<file path="config.mk">
export PLATFORM = sky130hd
export DESIGN_NAME = sprite_bank_loader
export DESIGN_NICKNAME = d
export VERILOG_FILES = /design/src/rtl/sprite_bank_loader.sv
export SDC_FILE = /design/constraint.sdc
export NUM_CORES = 2
export LEC_CHECK = 0
export BUFFER_PORTS_ARGS = -buffer_cell sky130_fd_sc_hd__buf_2
export CELL_PAD_IN_SITES_DETAIL_PLACEMENT = 0
export CELL_PAD_IN_SITES_GLOBAL_PLACEMENT = 1
export CORE_MARGIN = 2
export CORE_UTILIZATION = 58
export CTS_BUF_LIST = sky130_fd_sc_hd__clkbuf_4 sky130_fd_sc_hd__clkbuf_8
export DETAILED_ROUTE_END_ITERATION = 16
export PLACE_DENSITY_LB_ADDON = 0.1
export SLEW_MARGIN = 10
export SYNTH_ARGS = -nofsm -noshare
export SYNTH_HDL_FRONTEND = slang
export SYNTH_SLANG_ARGS = --single-unit
</file>
<file path="constraint.sdc">
create_clock -name vga_clk -period 2.7 [get_ports vga_clk]
set_input_delay 0.135 -clock vga_clk [delete_from_list [all_inputs] [get_ports vga_clk]]
set_output_delay 0.135 -clock vga_clk [all_outputs]
set_load 0.01 [all_outputs]
</file>
<file path="src/rtl/sprite_bank_loader.sv">
// Writer side of the double-buffered sprite pixel store; swaps banks on frame_start.
// Optional s_last alignment check enabled by SPRITE_LOADER_LAST_CHECK_EN.
module sprite_bank_loader #(
    parameter int WIDTH    = 20,
    parameter int HEIGHT   = 20,
    parameter int PIX_BITS = 4,
    parameter int ADDR_W   = 9
) (
    input  logic                vga_clk,
    input  logic                reset_n,
    input  logic                frame_start,
    input  logic                s_valid,
    input  logic [PIX_BITS-1:0] s_data,
    input  logic                s_last,
    output logic                s_ready,
    input  logic [ADDR_W-1:0]   rd_addr,
    output logic [PIX_BITS-1:0] rd_data,
    output logic                front_bank,
    output logic                swap_done,
    output logic                frame_err
);

    localparam int NPIX = WIDTH * HEIGHT;
    localparam int MEM_DEPTH = 2 ** (ADDR_W + 1);
    localparam logic [ADDR_W-1:0] LAST_ADDR = ADDR_W'(NPIX - 1);

    typedef enum logic {
        FILL,
        PENDING
    } state_t;

    state_t state_q;
    state_t state_d;

    logic [ADDR_W-1:0]   wr_cnt;
    logic                xfer;
    logic                at_last;
    logic                resync;
    logic                do_swap;
    logic [PIX_BITS-1:0] mem [MEM_DEPTH];

    assign xfer    = s_valid & s_ready;
    assign at_last = (wr_cnt == LAST_ADDR);

`ifdef SPRITE_LOADER_LAST_CHECK_EN
    // Early s_last restarts the sprite so the stream realigns
    assign resync = xfer & s_last & ~at_last;
`else
    assign resync = 1'b0;
`endif

    always_ff @(posedge vga_clk or negedge reset_n) begin
        if (!reset_n) begin
            state_q <= FILL;
        end else begin
            state_q <= state_d;
        end
    end

    always_comb begin
        state_d = state_q;
        unique case (state_q)
            FILL: begin
                if (xfer && at_last) begin
                    state_d = PENDING;
                end
            end
            PENDING: begin
                if (frame_start) begin
                    state_d = FILL;
                end
            end
            default: state_d = FILL;
        endcase
    end

    always_comb begin
        s_ready = (state_q == FILL);
        do_swap = (state_q == PENDING) && frame_start;
    end

    always_ff @(posedge vga_clk or negedge reset_n) begin
        if (!reset_n) begin
            wr_cnt     <= '0;
            front_bank <= 1'b0;
            swap_done  <= 1'b0;
            rd_data    <= '0;
        end else begin
            if (xfer) begin
                wr_cnt <= (at_last || resync) ? '0 : wr_cnt + ADDR_W'(1);
            end
            front_bank <= front_bank ^ do_swap;
            swap_done  <= do_swap;
            rd_data    <= mem[{front_bank, rd_addr}];
        end
    end

    // Pixel RAM is not reset; back bank is always ~front_bank
    always_ff @(posedge vga_clk) begin
        if (xfer) begin
            mem[{~front_bank, wr_cnt}] <= s_data;
        end
    end

`ifdef SPRITE_LOADER_LAST_CHECK_EN
    always_ff @(posedge vga_clk or negedge reset_n) begin
        if (!reset_n) begin
            frame_err <= 1'b0;
        end else if (xfer && (resync || (at_last && !s_last))) begin
            frame_err <= 1'b1;
        end
    end
`else
    logic unused_last;
    assign unused_last = s_last;
    assign frame_err   = 1'b0;
`endif

endmodule

</file>
======== Word level (Yosys, flattened, before mapping) ========
Memories as Yosys holds them, arrays and structs flattened. A register that Yosys moved wholly into a read port is not among the register bits.
Cells that the tools add are included.
word-level totals
  register bits after elaboration ......... 12
  memory bits (writable) .................. 4096
  input port bits ......................... 18
  output and inout port bits .............. 8
  word-level logic and storage cells ...... 20
  memories kept ........................... 1
operators by class
  add/sub/neg operators ................... 1
  equality and inequality tests ........... 1
  multiplexer cells ....................... 6
  bitwise gates (word level) .............. 4
  reductions and logical operators ........ 3
memory list
  memory  words  width  rd ports  clocked after Yosys merged registers in  write ports  line  source
  mem     1024   4      1         1                                        1            40    logic [PIX_BITS-1:0] mem [MEM_DEPTH];
operator list
  kind                                          count
  adder 9 x 1 -> 9 bit (second input constant)  1
  == test 9 bit (second input constant)         1
  two-way mux 9 bit                             1
  two-way mux 1 bit                             4
  logical AND 1 bit                             2
  inverter 1 bit                                2
  one-hot mux 1 bit (2 select lines)            1
  AND 1 bit                                     1
  zero test 1 bit                               1
  XOR 1 bit                                     1

======== Logic depth before layout (Yosys ltp) ========
  word-level depth ........................ 5
  depth in mapped cells ................... 16

======== Worst setup path before layout ========
OpenSTA, ideal clock, no wires.
  path type ............................... input to register
  start point ............................. input port rd_addr[0]
  end point ............................... register rd_data[0], read port of mem
  library setup time ...................... 0.138 ns
  arrival time ............................ 2.569 ns
  required time ........................... 2.562 ns
  setup slack ............................. -0.007 ns
  cell stages on the path ................. 11
  path through ............................ buf_6 > buf_6 > buf_6 > buf_2 > buf_4 > mux4_2 > mux4_2 > a22oi_1 > nand3_1 > nand3_1 > o2111ai_1
RTL lines
  element          line  source
  start, declared  16    input logic [ADDR_W-1:0] rd_addr,
  end, declared    17    output logic [PIX_BITS-1:0] rd_data,

==> metrics.cfg <==
[sta]
setup_violations = 1
fmax_mhz = 332
finalClockSkew_ps = 58.9
maxSlewViolCount = 0
rsz0062_at_grt = yes
worst_pin_slew_ps = 1040
setup_slack_ps = -315
finalCritPeriodShare = 1.12
whs_ps = 88.1
max-slew-margin-rel = 0.302
hold_viol_final = 0
period_needed_ps = 3010

[logic_synthesis]
syn_nets = 8415
async_flop_share = 0.00389
yosys-top-cells-area = edfxtp_1 76%, mux4_2 12%, mux2i_1 2.7%, nor2_1 2.6%, o221ai_1 0.75%
netlist_top_cells_count = 4096 x edfxtp_1, 1107 x nor2_1, 834 x mux4_2
netlist.top_cell.by_area = edfxtp_1
ys_ff_latch = 4112
synth_top_area_frac = 0.756
synthCells = 8393
synth_area_um2 = 163000
yosys_warnings = 0
synth_edf_count = 4096
synth_most_common_cell = edfxtp_1
ys_seq_area_frac = 0.758
synth_flop_cell = edfxtp_1
postSynthAreaPerCell_um2 = 19.4
synthDistinctLibCells = 75

[clock_tree]
cts_max_level = 6
post_cts_buffers = 0
clock_latency_ps = 1210
clk_root_buffer_cell = clkbuf_8
numCtsBuffers = 651
clock_sinks = 4112
cts_tree = done
clockBufferDepth = 4
clkTransAtPathRegs_ps = 60

[hold_path]
holdCritPathClass = input pin to register

[drt]
dr.pass1.iters = 7
detail-route-antenna-nets = 0
vias = 89600
wirelength_mm = 462
wire_per_inst_um = 33.4
drt_first_iter_violations = 12100
via_per_inst = 6.49
drc = 0

[final_layout]
drive_gt1_frac = 0.305
final_cells = 13800
final_nets = 9599
synthToLayoutAreaGrowth_pct = 15.8
num-fill-cells = 18300

[worst_setup_path]
start_kind = register
endpoint_kind = register
cp_top_family = simple AND/OR/NAND/NOR gates
crit_slowest_cell = nor4_4
worstPathRequired_ps = 3750
max_stage_delay_ps = 560
startpoint = mem[665][1]
crit_buf_inv = 1
worstRegToRegCells = 8
r2r-end = rd_data[1]
cp_cell_sequence = mux4_2 > a22oi_1 > a21oi_1 > nor4_4 > buf_4 > nor3_4 > a32o_1 > or4_1
crit_arrival_ps = 4060
path_class = register to register
cp_max_fo = 2
cp.depth = 8
r2r_slack_ps = -310
r2r_start = mem[665][1]
endpoint = rd_data[1]

[place]
gp_congestion = 0.905
portBuffers = 23
hpwlAfterDp_mm = 299
pre_cts_ws_ps = -1440
dp_cells = 12600

[floorplan]
initial_core_util = 0.583
die_x_um = 534
dieArea_um2 = 285000
coreArea_um2 = 279000
rows = 194
die_h_um = 534
io_pins = 26

[power_and_ir_drop]
power_density_nw_per_um2 = 703
max-vdd-ir-drop_mv = 0.586
p_leak_nw = 61.6

[status]
status = finished, violations left
violations = setup timing

[global_routing]
grt_usage = 0.324
grt-ovfl-total = 0
antenna_found_initial = 28
grt_pass1_wl_mm = 654
grt_pass1_vias = 90500
grt_start_max_net_pins = 135

[flow_run]
max-cap-violations = 0

[kinds of logic (layout without fill, tap and decap cells)]
logic type                 count (synthesis)  after routing  synth area share
xor gates and xnor gates                   6              6          0.000323
muxes                                   1316           1316             0.147
other                                      1             11         0.0000230
adders and majority gates                  4              4          0.000308
DFF                                     4112           4112             0.758
AOI/OAI and AO/OA                        776            776            0.0330
and+or+nand+nor                         1575           1575            0.0398
buffers and inverters                    603           2280            0.0213
[power breakdown]
part | switching, mW | internal, mW | total, mW | leakage (nW)
Combinational | 6.36 | 3.48 | 9.84 | 17.9
Sequential | 0.177 | 70.4 | 70.5 | 37.0
Clock | 24.4 | 27.6 | 52.1 | 6.67
Total | 31.0 | 101 | 132 | 61.6
[cells in the final DEF (no fill, tap or decap), drive strengths merged, types with 17 or more instances in the layout]
cell            n
nor2b          18
mux2i         445
a31oi          22
and3           17
a21oi         156
nor2         1107
a221oi         24
buf          1102
o22ai         113
nand3          46
dlygate4sd3    21
edfxtp       4096
and2           25
nor3           69
o221ai        140
o21ai          83
a22oi         119
nand2         209
a211oi         28
nor4           22
clkinv        223
mux4          851
mux2           20
inv            35
bufinv         20
clkbuf        863
[metal layers]
metal	GRT usage	vias up	wire length [um]
li1	-	36700	-
met1	0.453	46800	173000
met2	0.512	5262	222000
met3	0.0661	863	48600
met4	0.120	14	18100
met5	0	-	142
[area by class of cell]
cell class	instances	area [um2]	share of cell area
repair buffers	1123	11200	0.0593
multi-input cells	3678	36500	0.194
diodes	10	25.0	0.000133
clock buffers	863	10600	0.0563
inverters	11	53.8	0.000285
clock inverters	283	2040	0.0108
well taps	3724	4660	0.0247
flip-flops and latches	4112	123000	0.655
[metrics by stage]
stage,util,setup TNS [ps],cell area [um2],power (mW)
floorplan,-,-19.2,163000,75.8
global placement,0.628,-4390,175000,81.3
detailed placement,0.628,-4160,175000,81.5
CTS,0.675,-474,188000,133
global route,0.675,-333,188000,136
finish,0.675,-315,188000,132
[repair_timing]
item                       in CTS  in global routing
pin swaps                      16                 23
hold buffers                   24                  0
resized for setup              32                 35
hold endpoints to repair     4307                  0
setup endpoints to repair       4                  4
cloned                          0                  0
[how the worst min path moves through the flow]
stage          depth (start not counted)  slack [ps]          end       from
6_report                               2          90  mem[910][2]  s_data[2]
5_1_grt                                2          60  mem[941][2]  s_data[2]
4_1_cts                                2         0.5  mem[941][2]  s_data[2]
2_1_floorplan                          0        -160   front_bank    reset_n
3_5_place_dp                           1         240   rd_data[0]    reset_n
3_3_place_gp                           1         250   rd_data[0]    reset_n
[registers in the layout (all words and copies together), names as in the netlist]
signal and count:
mem 4096, wr_cnt 9, rd_data 4, front_bank 1, state_q 1, swap_done 1
Note: power is estimated with default switching activity, not from simulation.
